--- src/rtl/z80_spi_mailbox.sv ---
// z80_spi_mailbox: Z80 I/O mailboxes bridged to the SB_SPI system bus as bus master
module z80_spi_mailbox #(
  parameter logic [15:0] IO_BASE = 16'd12345
) (
  input  logic        clk,
  input  logic        rst_n,
  input  logic [15:0] z80_a,
  input  logic [7:0]  z80_d_in,
  output logic [7:0]  z80_d_out,
  output logic        z80_d_drive,
  output logic        z80_d_dir,
  output logic        z80_d_oe,
  input  logic        z80_rd,
  input  logic        z80_wr,
  input  logic        z80_m1,
  input  logic        z80_iorq,
  input  logic        z80_mreq,
  input  logic        spi_ss,
  output logic        sb_rw,
  output logic        sb_stb,
  output logic [7:0]  sb_adr,
  output logic [7:0]  sb_dati,
  input  logic [7:0]  sb_dato,
  input  logic        sb_ack,
  output logic        test_led
);
  localparam logic [2:0] CR0    = 3'd0;
  localparam logic [2:0] CR1    = 3'd1;
  localparam logic [2:0] CR2    = 3'd2;
  localparam logic [2:0] BR     = 3'd3;
  localparam logic [2:0] CSR    = 3'd4;
  localparam logic [2:0] RD_STS = 3'd5;
  localparam logic [2:0] TX     = 3'd6;
  localparam logic [2:0] RX     = 3'd7;
  logic [7:0] tx_mb [8];
  logic [7:0] rx_mb [8];
  logic [7:0] hit;
  logic [2:0] hit_k;
  logic       io_cyc;
  logic       rd_cyc;
  logic       ss_m;
  logic       ss_s;
  logic       old_ss;
  logic [2:0] state;
  logic [2:0] tx_idx;
  logic [2:0] rx_idx;
  logic [7:0] adr_c;
  logic [7:0] dati_c;
  logic       rw_c;
  assign io_cyc      = !z80_iorq && z80_mreq && z80_m1;
  assign rd_cyc      = !z80_rd && z80_wr && |hit;
  assign z80_d_drive = rd_cyc;
  assign z80_d_dir   = !rd_cyc;
  assign z80_d_out   = rd_cyc ? rx_mb[hit_k] : 8'hFF;
  assign z80_d_oe    = 1'b0;
  // decode which mailbox slot the current I/O cycle addresses
  always_comb begin
    hit   = '0;
    hit_k = '0;
    for (int i = 0; i < 8; i++)
      if (io_cyc && z80_a == IO_BASE + 16'(2 * i)) begin
        hit[i] = 1'b1;
        hit_k  = 3'(i);
      end
  end
  // Z80 OUT cycles fill the transmit mailbox; the last sample of the strobe wins
  always_ff @(posedge clk) begin
    if (!rst_n)
      tx_mb <= '{8'd11, 8'd22, 8'd33, 8'd44, 8'd55, 8'd66, 8'd77, 8'd88};
    else
      for (int i = 0; i < 8; i++)
        if (z80_rd && !z80_wr && hit[i]) tx_mb[i] <= z80_d_in;
  end
  // bring the asynchronous chip select into the clock domain, idle high
  always_ff @(posedge clk) begin
    if (!rst_n) {ss_s, ss_m} <= 2'b11;
    else {ss_s, ss_m} <= {ss_m, spi_ss};
  end
  // bus address, direction and write data for the transaction of the current state
  always_comb begin
    adr_c  = 8'h0C;
    rw_c   = 1'b1;
    dati_c = 8'h00;
    case (state)
      CR0:     adr_c = 8'h08;
      CR1:     begin adr_c = 8'h09; dati_c = 8'h80; end
      CR2:     begin adr_c = 8'h0A; dati_c = 8'h01; end
      BR:      adr_c = 8'h0B;
      CSR:     adr_c = 8'h0F;
      RD_STS:  rw_c = 1'b0;
      TX:      begin adr_c = 8'h0D; dati_c = tx_mb[tx_idx]; end
      default: begin adr_c = 8'h0E; rw_c = 1'b0; end
    endcase
  end
  // bus master: issue a strobe, wait for ack, then step the sequencer
  always_ff @(posedge clk) begin
    if (!rst_n) begin
      state    <= CR0;
      sb_stb   <= 1'b0;
      sb_rw    <= 1'b0;
      sb_adr   <= 8'h00;
      sb_dati  <= 8'h00;
      old_ss   <= 1'b0;
      tx_idx   <= 3'd0;
      rx_idx   <= 3'd0;
      test_led <= 1'b1;
      rx_mb    <= '{8'd111, 8'd122, 8'd133, 8'd144, 8'd155, 8'd166, 8'd177, 8'd188};
    end else if (!sb_stb) begin
      sb_stb  <= 1'b1;
      sb_adr  <= adr_c;
      sb_rw   <= rw_c;
      sb_dati <= dati_c;
      if (state == TX) tx_idx <= tx_idx + 3'd1;
    end else if (sb_ack) begin
      sb_stb <= 1'b0;
      case (state)
        RD_STS: begin
          if (!ss_s && old_ss) begin
            old_ss <= 1'b0;
            rx_idx <= 3'd0;
            tx_idx <= 3'd0;
            state  <= TX;
          end
          if (!ss_s && sb_dato[4]) begin
            test_led <= 1'b0;
            state    <= TX;
          end else if (!ss_s && sb_dato[3]) begin
            test_led <= 1'b0;
            state    <= RX;
          end
          if (ss_s && !old_ss) begin
            old_ss   <= 1'b1;
            test_led <= 1'b1;
            tx_idx   <= 3'd0;
            state    <= TX;
          end
        end
        TX: state <= RD_STS;
        RX: begin
          rx_mb[rx_idx] <= sb_dato;
          rx_idx        <= rx_idx + 3'd1;
          state         <= RD_STS;
        end
        default: state <= state + 3'd1;
      endcase
    end
  end
endmodule

--- config.mk ---
export PLATFORM = sky130hd
export DESIGN_NAME = z80_spi_mailbox
export DESIGN_NICKNAME = d
export VERILOG_FILES = /design/src/rtl/z80_spi_mailbox.sv
export SDC_FILE = /design/constraint.sdc
export NUM_CORES = 1
export LEC_CHECK = 0
export CORE_MARGIN = 5
export CORE_UTILIZATION = 45
export CTS_CLUSTER_DIAMETER = 200
export DETAILED_ROUTE_END_ITERATION = 16
export GPL_TIMING_DRIVEN = 1
export HOLD_SLACK_MARGIN = 0.08
export PLACE_DENSITY = 0.65
export RECOVER_POWER = 100
export SYNTH_ARGS = -nofsm -noshare
export SYNTH_HDL_FRONTEND = slang
export SYNTH_SLANG_ARGS = --single-unit
--- constraint.sdc ---
create_clock -name clk -period 2.79 [get_ports clk]
set_input_delay 0.558 -clock clk [delete_from_list [all_inputs] [get_ports clk]]
set_output_delay 0.558 -clock clk [all_outputs]
set_load 0.1 [all_outputs]
# Word level (Yosys, flattened, before mapping)
# Cells that the tools add are included.
word_totals:
  n_memories: 0
  mem_bits_rw: 0
  latch_bits: 0
  regBits: 159
  wordCells: 150
  output_inout_bits: 30
  mem_bits_ro: 0
classes:
  n_eq_ne: 20
  n_lt_le_gt_ge: 4
  n_shift: 0
  n_mux: 47
  n_mul: 0
  n_div: 0
  addsub: 3
  bitwise: 3
  reduce_logical: 46
ops:
  columns: ["operator", "n"]
  rows:
  - ["16-bit by 14-bit == test with 1-bit output, second input constant", 8]
  - ["64-bit bitwise mux", 1]
  - ["8-bit binary-select mux with 3-bit select", 2]
  - ["3-bit two-way mux", 16]
  - ["8-bit two-way mux", 6]
  - ["1-bit logical AND", 26]
  - ["8-bit demux with 3-bit select", 1]
  - ["8-bit case mux with 3 select lines", 1]
  - ["3-bit case mux with 7 select lines", 1]
  - ["1-bit two-way mux", 17]
  - ["4-bit AND reduction", 4]
  - ["3-bit == test, second input constant", 4]
  - ["4-bit >= comparator, second input constant", 3]
  - ["3-bit NOT with 4-bit output", 3]
  - ["3-bit case mux with 2 select lines", 2]
  - ["3-bit by 1-bit adder with 3-bit output, second input constant", 3]
  - ["8-bit OR reduction", 1]
  - ["3-bit by 2-bit == test with 1-bit output, second input constant", 2]
  - ["1-bit zero test", 6]
  - ["3-bit AND reduction", 2]
  - ["2-bit nonzero test", 3]
  - ["6-bit OR reduction", 1]
  - ["5-bit != test, second input constant", 1]
  - ["4-bit by 1-bit less-than comparator with 1-bit output, second input constant", 1]
  - ["7 further kinds", 8]

# Logic depth before layout (Yosys ltp)
depth:
  depth_word: 16
  depth_mapped: 8
  ltp_nobuf: 7

# Worst setup path after synthesis
# Ideal clock, no wire load.
synth_path:
  kind: "input-to-output"
  start: "input z80_a[3]"
  end: "output z80_d_out[0]"
  path_buffers: 0
  arrival_ps: 4654
  path_slack_ps: -2422
  cell_stages: 5
  path_cell_list: "nor4b_4 o2111a_2 nand4b_1 inv_1 nand4_1"
synth_rtl:
  columns: ["item", "line_no", "source"]
  rows:
  - ["start: declaration", "7", "input logic [15:0] z80_a,"]
  - ["16-bit by 14-bit == test with 1-bit output", "61", "if (io_cyc && z80_a == IO_BASE + 16'(2 * i)) begin"]
  - ["1-bit logical AND", "61", null]
  - ["1-bit two-way mux", "61", null]
  - ["8-bit OR reduction (*)", "51", "assign rd_cyc = !z80_rd && z80_wr && |hit;"]
  - ["1-bit logical AND (*)", "51", null]
  - ["named net z80_d_drive", "10", "output logic z80_d_drive,"]
  - ["8-bit two-way mux (*)", "54", "assign z80_d_out = rd_cyc ? rx_mb[hit_k] : 8'hFF;"]
  - ["end: declaration", "9", "output logic [7:0] z80_d_out,"]
# Mark *: on every way through the listed nets, which the timed path passes. The rest lies on a longest branch. The select of a mux whose other input is x is not followed.

# Worst setup path after layout
layout_path:
  start: "input z80_a[3]"
  end: "output z80_d_out[5]"
layout_between:
  elab_chain_len: 14
layout_lines:
  columns: ["item", "line_no"]
  rows:
  - ["16-bit by 14-bit == test with 1-bit output", "61"]
  - ["1-bit logical AND", "61"]
  - ["1-bit two-way mux", "61"]
  - ["3-bit two-way mux (6 in series)", "61"]
  - ["3-bit NOT with 4-bit output (implied by the code)", "54"]
  - ["8-bit binary-select mux with 3-bit select", "54"]
  - ["8-bit two-way mux (implied by the code) (2 in series)", "54"]
  - ["8-bit two-way mux (*)", "54"]
# Mark *: on every way between the ends. The rest lies on a longest branch, timed or not. The select of a mux whose other input is x is not followed.

==> out/qor.yml <==
grt_pass1_vias: 6145
clock_skew_ps: 6.825
die_y_um: 138.4
postSynthAreaPerCell_um2: 9.456
critical_path.endpoint_type: "output pin"
ant_nets: 0
seq_power_share_pct: 44.0
internal-power_w: 0.003942
hold_slack_ps: 439.8
grt_max_degree: 71
cellPowerDensity_mw_per_mm2: 535.0
track_usage_pct: 19.87
h-tree-depth: 4
numCtsBuffers: 17
synthArstFlopShare_pct: 0
p_leak_nw: 3.527
synthCells: 784
fillCellCount: 1418
cp.required_ps: 2230
min_period_over_period_pct: 105.1
switching_share_pct: 22.25
synth_edf_count: 0
peakVddDrop_mv: 0.4914
crit_arrival_ps: 2370
final_common_cell: "dfxtp_1"
drt_iter0_drc: 429
hold_path.class: "reg -> reg"
cts_hold_buf: 0
routedWlPerCell_um: 17.40
layout_common_cells: "dfxtp_1, mux2i_1, nand2_1"
rows: 47
violations: "max-capacitance violations, max-slew violations, negative setup slack"
nets: 919
utilization_pct: 57.97
crit_chain: "buf_8, nor4b_4, buf_4, o2111a_2, nand2_4, o221a_1, a2111o_2, buf_12"
yosys.area.top_type_share_pct: 41.86
synth_cell_types: 62
firstDrtPassIters: 5
grt_pass1_wl_um: 31530
clock_sinks: 155
criticalPathCategory: "in -> out"
cp_top_family: "compound AO/OA/AOI/OAI gates"
critPathBufInv: 3
synthFlopType: "dfxtp_1"
synth_area_leaders: "dfxtp_1, mux2i_1, nand2_1"
port_buffers: 65
maxSlewViolCount: 42
drv_cap: 1
slowest_stage: "a2111o_2"
cts_root_buf: "clkbuf_16"
outcome: "finished, violations left"
synth.largest_area_cell: "dfxtp_1"
hold_viol: 0
slew_headroom_pct: -13.07
setup_ws_ps: -142.0
grt_setup_unrepaired: "true"
fmax_ghz: 0.3411
synth-seq-area-share_pct: 41.86
synth_area_mm2: 0.007413
antenna_found_initial: 0
worstSkewPairLatency_ps: 430
vias: 6094
cts_tree: "built"
yosys_warnings: 0
clkTransAtPathRegs_ps: 60
gp_congestion: 0.8251
overflow: 0
worst_pin_slew_ps: 1696
diodes: 0
core-area_mm2: 0.01635
drive_above_1_share_pct: 19.50
setup_violations: 8
synth-seq-cells: 155
fin_crit_ps: 2932
route.detailed.drc: 0
syn2layout_area_growth_pct: 27.83
dpl.hpwl_um: 12970
viasPerCell: 5.530
pwr-share-clk_pct: 49.4
cts_buffer_depth: 2
power_frac_comb_pct: 6.6
routed_wl_um: 19180
initial_core_util_pct: 45.35
die_width_um: 138.4
p_sw_w: 0.001128
io_pins: 71
path_max_fanout: 5
max_stage_delay_ps: 440
die_area_mm2: 0.01914
worst_setup_path_start_kind: "primary input"
[state kept, by name, indices dropped and copies added, names as in the netlist]
register / flops
rx_mb: 64
tx_mb: 64
sb_dati: 8
sb_adr: 4
rx_idx: 3
state: 3
tx_idx: 3
old_ss: 1
sb_rw: 1
sb_stb: 1
ss_m: 1
ss_s: 1
test_led: 1
[worst paths after layout]
path                            startpoint            to  slack (ps)  depth (start not counted)
worst min-delay path                  ss_m          ss_s         440                          1
worst min register to register        ss_m          ss_s         440                          1
worst max-delay path              z80_a[3]  z80_d_out[5]        -140                          8
worst max register to register    state[2]     rx_mb[47]         290                          6
[per-stage QoR]
stage / power [W] / cell area, um^2 / cells / setup TNS, ps / worst slack, ps
after floorplan: 0.002499 / 7435 / 788 / -15210 / -2128
after global placement: 0.002608 / 8563 / 1053 / -4694 / -657.5
after detailed placement: 0.002613 / 8563 / 1053 / -5062 / -733.2
after CTS: 0.005115 / 9390 / 1097 / -865.8 / -157.8
after global routing: 0.005235 / 9477 / 1102 / -1393 / -197.4
final: 0.005070 / 9477 / 1102 / -877.2 / -142.0
[power groups by stage]
stage	registers, W	clock network [W]	logic [W]
2_1_floorplan	0.00234	0	0.000162
3_3_place_gp	0.00228	0	0.000328
3_5_place_dp	0.00228	0	0.000333
4_1_cts	0.00223	0.00255	0.000338
5_1_grt	0.00223	0.00265	0.000354
6_report	0.00223	0.00251	0.000333
[worst reg2reg max path, stage by stage (launching register included)]
cell and delay, ps:
dfxtp_1 600, and3_1 310, nand3b_1 190, nor3b_1 230, clkbuf_1 660, mux2i_1 260, nand2_1 70
[cells in the mapped netlist (3+ instances only)]
master / number
dfxtp_1: 155
mux2i_1: 105
nand2_1: 105
o21ai_0: 61
nor2b_1: 56
clkbuf_1: 54
a21boi_0: 36
nand3_1: 34
nor2_1: 19
mux4_2: 16
and3_1: 14
and2_1: 10
a211oi_1: 9
buf_2: 8
ha_1: 8
inv_1: 7
nand4_1: 6
a21oi_1: 5
buf_4: 5
nor3b_1: 5
o221ai_1: 5
nand3b_1: 4
a2111o_1: 3
mux2_2: 3
nand2b_1: 3
o211a_1: 3
[cell type report]
| type | count | area [um^2] | area share (%) |
|---|---|---|---|
| Tap cell | 220 | 275.3 | 2.905 |
| Clock inverter | 11 | 193.9 | 2.046 |
| Multi-Input combinational cell | 556 | 4177 | 44.07 |
| Clock buffer | 20 | 446.7 | 4.713 |
| Timing Repair Buffer | 132 | 1247 | 13.16 |
| Sequential cell | 155 | 3103 | 32.74 |
| Inverter | 8 | 33.78 | 0.3565 |
[routing by layer]
metal	wire, um	GRT usage [%]	vias up
li1	-	-	2938
met5	0	0	-
met3	859	4.351	25
met4	275	5.668	0
met1	8872	26.54	2977
met2	9170	32.55	154
[kinds of logic (layout without fill, tap and decap cells)]
| family | after synthesis | in the layout | share of synthesized area, % |
|---|---|---|---|
| buffers and inverters | 77 | 171 | 4.287 |
| other | 1 | 5 | 0.05058 |
| AND/OR/NAND/NOR | 274 | 274 | 19.75 |
| adder cells (fa/ha/maj) | 8 | 8 | 1.350 |
| XOR/XNOR | 4 | 4 | 0.4727 |
| AO/OA/AOI/OAI | 141 | 141 | 12.74 |
| flip-flops | 155 | 155 | 41.86 |
| multiplexers | 124 | 124 | 19.49 |
[repair_timing]
action	CTS	global route
gates cloned	1	2
pin swaps	24	19
resized for setup	81	36
buffers inserted	12	3
endpoints found under the setup margin	10	9
(Power assumes the default switching activity.)
